$ cat src/rtl/bp_lce_req_queue_pkg.sv
// Shared types for the LCE request queue: request/message type encoding,
// the queue entry layout and block-size helper.
package bp_lce_req_queue_pkg;

    localparam int max_paddr_width_c = 64;
    localparam int max_way_width_c   = 8;

    typedef enum logic [3:0] {
        e_miss_load  = 4'd0,
        e_miss_store = 4'd1,
        e_uc_load    = 4'd2,
        e_uc_store   = 4'd3,
        e_amo_swap   = 4'd4,
        e_amo_add    = 4'd5,
        e_amo_xor    = 4'd6,
        e_amo_and    = 4'd7,
        e_amo_or     = 4'd8,
        e_amo_min    = 4'd9,
        e_amo_max    = 4'd10,
        e_amo_minu   = 4'd11,
        e_amo_maxu   = 4'd12
    } bp_req_type_e;

    typedef struct packed {
        bp_req_type_e                   req_type;
        logic [max_paddr_width_c-1:0]   addr;
        logic [2:0]                     size;
        logic [63:0]                    data;
        logic                           no_return;
        logic [max_way_width_c-1:0]     way;
        logic                           need_meta;
    } bp_lce_req_entry_s;

    // The network message type shares the cache request encoding.
    function automatic logic [3:0] req_to_msg_type(bp_req_type_e t);
        return 4'(t);
    endfunction

    function automatic logic req_is_miss(bp_req_type_e t);
        return (t == e_miss_load) || (t == e_miss_store);
    endfunction

    function automatic logic req_is_amo(bp_req_type_e t);
        return (t >= e_amo_swap) && (t <= e_amo_maxu);
    endfunction

    function automatic logic req_needs_meta(bp_req_type_e t);
        return !((t == e_uc_load) || (t == e_uc_store));
    endfunction

    function automatic int lg_block_size(int bytes);
        return $clog2(bytes);
    endfunction

endpackage

$ cat src/rtl/bp_lce_req_credit_counter.sv
// Outstanding-transaction counter: +1 per sent message, -0..2 completions per
// cycle, saturating at zero.
module bp_lce_req_credit_counter
    import bp_lce_req_queue_pkg::*;
#(
    parameter int els_p = 8,
    localparam int cnt_w = $clog2(els_p + 1)
) (
    input  logic             clk_i,
    input  logic             reset_n_i,
    input  logic             up_i,
    input  logic [1:0]       down_i,
    output logic [cnt_w-1:0] count_o,
    output logic             full_o,
    output logic             empty_o
);

    localparam int sum_w = cnt_w + 2;

    logic [cnt_w-1:0] count_r, count_n;
    logic [sum_w-1:0] inc, dec;

    assign inc = sum_w'(count_r) + sum_w'(up_i);
    assign dec = sum_w'(down_i);

    always_comb begin
        count_n = count_r;
        if (inc < dec) begin
            count_n = '0;
        end else begin
            count_n = cnt_w'(inc - dec);
        end
    end

    always_ff @(posedge clk_i or negedge reset_n_i) begin
        if (!reset_n_i) begin
            count_r <= '0;
        end else begin
            count_r <= count_n;
        end
    end

    assign count_o = count_r;
    assign full_o  = (count_r == cnt_w'(els_p));
    assign empty_o = (count_r == '0);

    // A completion with nothing outstanding means the cache lost track.
    a_no_underflow: assert property (@(posedge clk_i) disable iff (!reset_n_i)
        (down_i != 2'b00) |-> (count_r != '0));

endmodule

$ cat src/rtl/bp_lce_req_queue.sv
// In-order LCE request queue with late metadata binding and credit tracking.
// Define BP_LCE_REQ_STATS_EN to enable the sent/stall statistic counters.
module bp_lce_req_queue
    import bp_lce_req_queue_pkg::*;
#(
    parameter int req_els_p             = 2,
    parameter int credits_p             = 8,
    parameter int non_excl_reads_p      = 0,
    parameter int paddr_width_p         = 40,
    parameter int block_size_in_bytes_p = 64,
    parameter int lce_id_width_p        = 4,
    parameter int cce_id_width_p        = 4,
    parameter int num_cce_p             = 1,
    parameter int assoc_p               = 8,
    localparam int lg_assoc = (assoc_p > 1) ? $clog2(assoc_p) : 1
) (
    input  logic                      clk_i,
    input  logic                      reset_n_i,
    input  logic [lce_id_width_p-1:0] lce_id_i,
    input  logic                      uncached_mode_i,
    input  logic                      sync_done_i,

    input  logic                      cache_req_v_i,
    output logic                      cache_req_yumi_o,
    input  logic [3:0]                cache_req_type_i,
    input  logic [paddr_width_p-1:0]  cache_req_addr_i,
    input  logic [2:0]                cache_req_size_i,
    input  logic [63:0]               cache_req_data_i,
    input  logic                      cache_req_no_return_i,

    input  logic                      metadata_v_i,
    input  logic [lg_assoc-1:0]       metadata_way_i,

    input  logic                      cache_complete_i,
    input  logic                      uc_complete_i,
    output logic                      credits_full_o,
    output logic                      credits_empty_o,

    output logic                      lce_req_v_o,
    input  logic                      lce_req_ready_i,
    output logic [3:0]                lce_req_type_o,
    output logic [paddr_width_p-1:0]  lce_req_addr_o,
    output logic [2:0]                lce_req_size_o,
    output logic [63:0]               lce_req_data_o,
    output logic [lg_assoc-1:0]       lce_req_way_o,
    output logic                      lce_req_non_excl_o,
    output logic                      lce_req_amo_no_return_o,
    output logic [lce_id_width_p-1:0] lce_req_src_id_o,
    output logic [cce_id_width_p-1:0] lce_req_dst_id_o,

    output logic [31:0]               stat_sent_o,
    output logic [31:0]               stat_stall_o
);

    localparam int lg_block = lg_block_size(block_size_in_bytes_p);
    localparam int ptr_w    = (req_els_p > 1) ? $clog2(req_els_p) : 1;
    localparam int qcnt_w   = $clog2(req_els_p + 1);
    localparam int cred_w   = $clog2(credits_p + 1);

    bp_lce_req_entry_s mem [req_els_p];
    bp_lce_req_entry_s new_entry, head;

    logic [ptr_w-1:0]  wr_ptr_r, rd_ptr_r, meta_idx_r;
    logic [qcnt_w-1:0] count_r;
    logic              meta_pend_r;
    logic [cred_w-1:0] credit_count;

    bp_req_type_e      req_type;
    logic              mode_ok, queue_full, credit_ok;
    logic              enq, deq, meta_to_old;
    logic [63:0]       addr_ext;

    function automatic logic [ptr_w-1:0] ptr_inc(logic [ptr_w-1:0] p);
        return (32'(p) == 32'(req_els_p - 1)) ? '0 : ptr_w'(p + ptr_w'(1));
    endfunction

    assign req_type = bp_req_type_e'(cache_req_type_i);
    assign addr_ext = 64'(cache_req_addr_i);

    // Coherent misses need a synced, cached-mode LCE; everything else may run uncached.
    assign mode_ok    = req_is_miss(req_type) ? (sync_done_i & ~uncached_mode_i)
                                              : (sync_done_i | uncached_mode_i);
    assign queue_full = (count_r == qcnt_w'(req_els_p));
    assign credit_ok  = (32'(credit_count) + 32'(count_r)) < 32'(credits_p);

    assign cache_req_yumi_o = reset_n_i & cache_req_v_i & ~queue_full & credit_ok & mode_ok;
    assign enq = cache_req_yumi_o;

    always_comb begin
        new_entry           = '0;
        new_entry.req_type  = req_type;
        new_entry.no_return = cache_req_no_return_i;
        new_entry.need_meta = req_needs_meta(req_type);
        if (req_is_miss(req_type)) begin
            new_entry.addr = addr_ext & ~((64'd1 << lg_block) - 64'd1);
            new_entry.size = 3'(lg_block);
        end else begin
            new_entry.addr = addr_ext;
            new_entry.size = cache_req_size_i;
        end
        if (req_type >= e_uc_store) begin
            new_entry.data = cache_req_data_i;
        end
        if (new_entry.need_meta && metadata_v_i) begin
            new_entry.way       = max_way_width_c'(metadata_way_i);
            new_entry.need_meta = 1'b0;
        end
    end

    assign meta_to_old = metadata_v_i & meta_pend_r & ~(enq & req_needs_meta(req_type));

    // The free slot being written never aliases the pending entry, so both writes may coincide.
    always_ff @(posedge clk_i) begin
        if (enq) begin
            mem[wr_ptr_r] <= new_entry;
        end
        if (meta_to_old) begin
            mem[meta_idx_r].way       <= max_way_width_c'(metadata_way_i);
            mem[meta_idx_r].need_meta <= 1'b0;
        end
    end

    always_ff @(posedge clk_i or negedge reset_n_i) begin
        if (!reset_n_i) begin
            wr_ptr_r    <= '0;
            rd_ptr_r    <= '0;
            count_r     <= '0;
            meta_pend_r <= 1'b0;
            meta_idx_r  <= '0;
        end else begin
            if (enq) begin
                wr_ptr_r <= ptr_inc(wr_ptr_r);
            end
            if (deq) begin
                rd_ptr_r <= ptr_inc(rd_ptr_r);
            end
            case ({enq, deq})
                2'b10:   count_r <= count_r + qcnt_w'(1);
                2'b01:   count_r <= count_r - qcnt_w'(1);
                default: count_r <= count_r;
            endcase
            if (enq && new_entry.need_meta) begin
                meta_pend_r <= 1'b1;
                meta_idx_r  <= wr_ptr_r;
            end else if (meta_to_old) begin
                meta_pend_r <= 1'b0;
            end
        end
    end

    assign head        = mem[rd_ptr_r];
    assign lce_req_v_o = (count_r != '0) & ~head.need_meta;
    assign deq         = lce_req_v_o & lce_req_ready_i;

    assign lce_req_type_o          = req_to_msg_type(head.req_type);
    assign lce_req_addr_o          = head.addr[paddr_width_p-1:0];
    assign lce_req_size_o          = head.size;
    assign lce_req_data_o          = head.data;
    assign lce_req_way_o           = head.way[lg_assoc-1:0];
    assign lce_req_non_excl_o      = (head.req_type == e_miss_load) && (non_excl_reads_p != 0);
    assign lce_req_amo_no_return_o = head.no_return & req_is_amo(head.req_type);
    assign lce_req_src_id_o        = lce_id_i;

    if (num_cce_p > 1) begin : g_dst
        localparam int lg_cce = $clog2(num_cce_p);
        assign lce_req_dst_id_o = cce_id_width_p'(head.addr[lg_block +: lg_cce]);
    end else begin : g_dst_single
        assign lce_req_dst_id_o = '0;
    end

    bp_lce_req_credit_counter #(.els_p(credits_p)) credit_counter (
        .clk_i     (clk_i),
        .reset_n_i (reset_n_i),
        .up_i      (deq),
        .down_i    ({cache_complete_i & uc_complete_i, cache_complete_i ^ uc_complete_i}),
        .count_o   (credit_count),
        .full_o    (credits_full_o),
        .empty_o   (credits_empty_o)
    );

`ifdef BP_LCE_REQ_STATS_EN
    logic [31:0] sent_r, stall_r;

    always_ff @(posedge clk_i or negedge reset_n_i) begin
        if (!reset_n_i) begin
            sent_r  <= '0;
            stall_r <= '0;
        end else begin
            if (deq) begin
                sent_r <= sent_r + 32'd1;
            end
            if (lce_req_v_o && !lce_req_ready_i) begin
                stall_r <= stall_r + 32'd1;
            end
        end
    end

    assign stat_sent_o  = sent_r;
    assign stat_stall_o = stall_r;
`else
    assign stat_sent_o  = '0;
    assign stat_stall_o = '0;
`endif

endmodule

$ cat config.mk
export PLATFORM = sky130hd
export DESIGN_NAME = bp_lce_req_queue
export DESIGN_NICKNAME = d
export VERILOG_FILES = /design/src/rtl/bp_lce_req_queue_pkg.sv /design/src/rtl/bp_lce_req_credit_counter.sv /design/src/rtl/bp_lce_req_queue.sv
export SDC_FILE = /design/constraint.sdc
export NUM_CORES = 1
export LEC_CHECK = 0
export CORE_UTILIZATION = 48
export CTS_BUF_LIST = sky130_fd_sc_hd__clkbuf_4
export DETAILED_ROUTE_END_ITERATION = 8
export GPL_TIMING_DRIVEN = 0
export PLACE_DENSITY = 0.89
export SLEW_MARGIN = 20
export SYNTH_ARGS = -nofsm -noshare
export SYNTH_HDL_FRONTEND = slang
export SYNTH_SLANG_ARGS = --single-unit
$ cat constraint.sdc
create_clock -name clk_i -period 7.27 [get_ports clk_i]
set_clock_uncertainty 0.15 [all_clocks]
set_input_delay 1.0905 -clock clk_i [delete_from_list [all_inputs] [get_ports clk_i]]
set_output_delay 1.0905 -clock clk_i [all_outputs]
set_load 0.02 [all_outputs]
==> impl_metrics.sql <==
INSERT INTO impl_metrics (metric_group, metric, value, unit) VALUES
('run_status', 'run_status', 'complete, no violations', ''),
('placement', 'finalWeightedCongestion', '0.8306', ''),
('timing', 'fin_setup_tns', '0', 'ns'),
('critical_path', 'critical_path.startpoint_type', 'input port', ''),
('critical_path', 'timing_worst_setup_path_type', 'input port to output pin', ''),
('yosys', 'synth-seq-cells', '242', ''),
('clocking', 'clock_tree_from_tritoncts', 'yes', ''),
('critical_path', 'reg2reg_to', 'credit_counter.count_o[3]$_DFF_PN0_', ''),
('floorplan', 'dieArea', '22040', 'sq um'),
('yosys', 'netlist_top_cells_area', 'sky130_fd_sc_hd__edfxtp_1 (67%), sky130_fd_sc_hd__mux2_2 (12%), sky130_fd_sc_hd__buf_4 (5.3%)', ''),
('global_route', 'grt_antenna_before_repair', '2', ''),
('yosys', 'ys_warn_count', '0', ''),
('yosys', 'ys.flop_type', 'sky130_fd_sc_hd__edfxtp_1', ''),
('route', 'dr_total_vias', '6265', ''),
('worst_hold_path', 'timing.hold.worst.start', 'mem[0][0]$_SDFFE_PP0P_', ''),
('run', 'drv.max_cap_violation_count', '0', ''),
('critical_path', 'r2r-start', 'rd_ptr_r$_DFFE_PN0P_', ''),
('timing', 'max_clk_rate', '216.8', 'MHz'),
('power_and_ir_drop', 'totalPowerFinal', '4.617', 'mW'),
('floorplan', 'row_count', '53', ''),
('placement', 'dp_slack', '2.663', 'ns'),
('yosys', 'synth-async-reset-ratio', '0.04132', ''),
('global_route', 'grt_first_pass_wirelength', '33.35', 'mm'),
('yosys', 'postSynthAreaPerCell', '16.74', 'sq um'),
('timing', 'final_period_minus_worst_setup_slack', '4.612', 'ns'),
('placement', 'buffer_ports.inserted', '246', ''),
('clocking', 'ctsLongestPathBuffers', '3', ''),
('worst_hold_path', 'min_to', 'mem[0][0]$_SDFFE_PP0P_', ''),
('global_route', 'number_of_global_route_vias_before_repair', '6490', ''),
('clocking', 'cts.clk_slew.worst_paths', '0.06', 'ns'),
('critical_path', 'critical_path.max_fanout', '11', ''),
('critical_path', 'critical_path_arrival', '3.37', 'ns'),
('placement', 'hpwlAfterDp', '15.47', 'mm'),
('clocking', 'post_cts_buffers', '0', ''),
('yosys', 'synth.largest_area_cell', 'sky130_fd_sc_hd__edfxtp_1', ''),
('route', 'wl_per_cell', '16.67', 'um'),
('worst_hold_path', 'min-delay-path-class', 'register to register', ''),
('timing', 'slew_at_the_pin_closest_to_its_max_slew_limit', '0.9551', 'ns'),
('clocking', 'htree_levels', '2', ''),
('yosys', 'seq_area_frac_synth', '0.6989', ''),
('floorplan', 'die_width', '148.5', 'um'),
('finish', 'post-route-cell-area', '14310', 'sq um'),
('timing', 'timing_hold_violations_final', '0', ''),
('timing', 'hold_slack', '0.3308', 'ns'),
('timing', 'layout_setup_ws', '2.658', 'ns'),
('yosys', 'netlist_area', '10300', 'sq um'),
('clocking', 'cts-root-buf', 'sky130_fd_sc_hd__clkbuf_4', ''),
('yosys', 'synthCells', '615', ''),
('yosys', 'post-synth-top-count-cell', 'sky130_fd_sc_hd__edfxtp_1', ''),
('finish', 'finalNetCount', '1134', ''),
('yosys', 'netlist-cell-type-count', '51', ''),
('power_and_ir_drop', 'ir_drop', '244.2', 'uV'),
('route', 'vias_per_cell', '4.753', ''),
('yosys', 'synth-edff-count', '230', ''),
('floorplan', 'dieHeight', '148.5', 'um'),
('finish', 'syn2layout_area_growth', '38.95', '%'),
('placement', 'placement.cell_area', '13570', 'sq um'),
('clocking', 'worstSkewPairLatency', '0.63', 'ns'),
('route', 'drt_iter0_markers', '306', ''),
('worst_hold_path', 'hold_depth', '2', ''),
('yosys', 'synth_common_cells', 'sky130_fd_sc_hd__edfxtp_1 (230), sky130_fd_sc_hd__mux2_2 (114), sky130_fd_sc_hd__buf_4 (73), sky130_fd_sc_hd__nor2b_1 (61), sky130_fd_sc_hd__buf_2 (13)', ''),
('critical_path', 'ff2ff_path_depth', '11', ''),
('clocking', 'cts.hold.buffers_added', '0', ''),
('floorplan', 'floorplan.initialDensity', '0.4899', ''),
('timing', 'slew_viol_final', '0', ''),
('clocking', 'post_cts_resized', '0', ''),
('floorplan', 'ios', '320', ''),
('timing', 'rsz_0062_raised_after_global_routing', 'false', ''),
('route', 'dr.pass1.iters', '4', ''),
('clocking', 'cts_made_buffers', '58', ''),
('route', 'wirelength', '21.97', 'mm');
==> how the worst max path moves through the flow <==
stage,end,slack [ns],start,cells after the start
2_1_floorplan,meta_idx_r$_DFFE_PN0P_,0.21,cache_req_v_i,4
3_3_place_gp,meta_idx_r$_DFFE_PN0P_,-3.54,reset_n_i,5
3_5_place_dp,cache_req_yumi_o,2.66,reset_n_i,7
4_1_cts,cache_req_yumi_o,2.65,reset_n_i,7
5_1_grt,cache_req_yumi_o,2.52,reset_n_i,7
6_report,cache_req_yumi_o,2.66,reset_n_i,7
==> kinds of logic after synthesis <==
kind of cell,Yosys count,synth area share
AO/OA/AOI/OAI,27,0.01896
XOR/XNOR,7,0.005954
adder cells (fa/ha/maj),9,0.01142
buffers and inverters,99,0.06513
flip-flops,242,0.6989
multiplexers,117,0.1276
other,1,0.0003642
AND/OR/NAND/NOR,113,0.07169
==> routing by layer <==
| metal | vias to the layer above | GRT usage | wire length, um |
|---|---|---|---|
| met2 | 274 | 0.3521 | 11490 |
| met5 | - | 0 | 13 |
| met4 | 2 | 0.07062 | 439 |
| met1 | 3009 | 0.2298 | 8299 |
| met3 | 37 | 0.05123 | 1727 |
| li1 | 2943 | - | - |
==> worst max-delay path, stage by stage <==
cell and delay [ns]:
sky130_fd_sc_hd__clkdlybuf4s50_1 0.79, sky130_fd_sc_hd__and3b_1 0.34, sky130_fd_sc_hd__and4_4 0.24, sky130_fd_sc_hd__buf_6 0.11
sky130_fd_sc_hd__nand2_1 0.12, sky130_fd_sc_hd__inv_1 0.08, sky130_fd_sc_hd__clkdlybuf4s50_1 0.60
==> final cells by class <==
cell class                      instances  area [sq um]
Clock inverter                         17         78.83
Multi-Input combinational cell        342          2705
Timing Repair Buffer                  255          2658
Tap cell                              275         344.1
Antenna cell                            1         2.502
Inverter                                5         18.77
Fill cell                            1444          6713
Clock buffer                           87         653.1
Sequential cell                       242          7197
Buffer                                 94         651.9
==> sequential cells by signal, summed over array words and instances, names as in the netlist <==
register	count
meta_pend_r	1
count_r	2
wr_ptr_r	1
meta_idx_r	1
mem	232
credit_counter.count_o	4
rd_ptr_r	1
==> metrics by stage <==
step / util / instances
after global routing: 0.6806 / 1317
after floorplan: - / 683
after global placement: 0.6355 / 1204
final: 0.6807 / 1318
after CTS: 0.6803 / 1317
after detailed placement: 0.6455 / 1213
==> report_power, final <==
part	switching, mW	internal (mW)
Combinational	0.900	0.883
Sequential	0.0613	1.72
Clock	0.506	0.549
==> layout by cell type (no fill, tap or decap), types with 10 or more instances in the layout <==
| cell | Yosys | final |
|---|---|---|
| sky130_fd_sc_hd__clkbuf_4 | 0 | 87 |
| sky130_fd_sc_hd__conb_1 | 1 | 69 |
| sky130_fd_sc_hd__clkdlybuf4s50_1 | 0 | 246 |
| sky130_fd_sc_hd__clkinv_1 | 0 | 13 |
| sky130_fd_sc_hd__nor2b_1 | 61 | 61 |
| sky130_fd_sc_hd__buf_2 | 13 | 13 |
| sky130_fd_sc_hd__dfrtp_1 | 10 | 10 |
| sky130_fd_sc_hd__mux2_2 | 114 | 114 |
| sky130_fd_sc_hd__buf_4 | 73 | 73 |
| sky130_fd_sc_hd__edfxtp_1 | 230 | 230 |
| sky130_fd_sc_hd__and2b_1 | 12 | 12 |
Note: power is estimated with default switching activity, not from simulation.
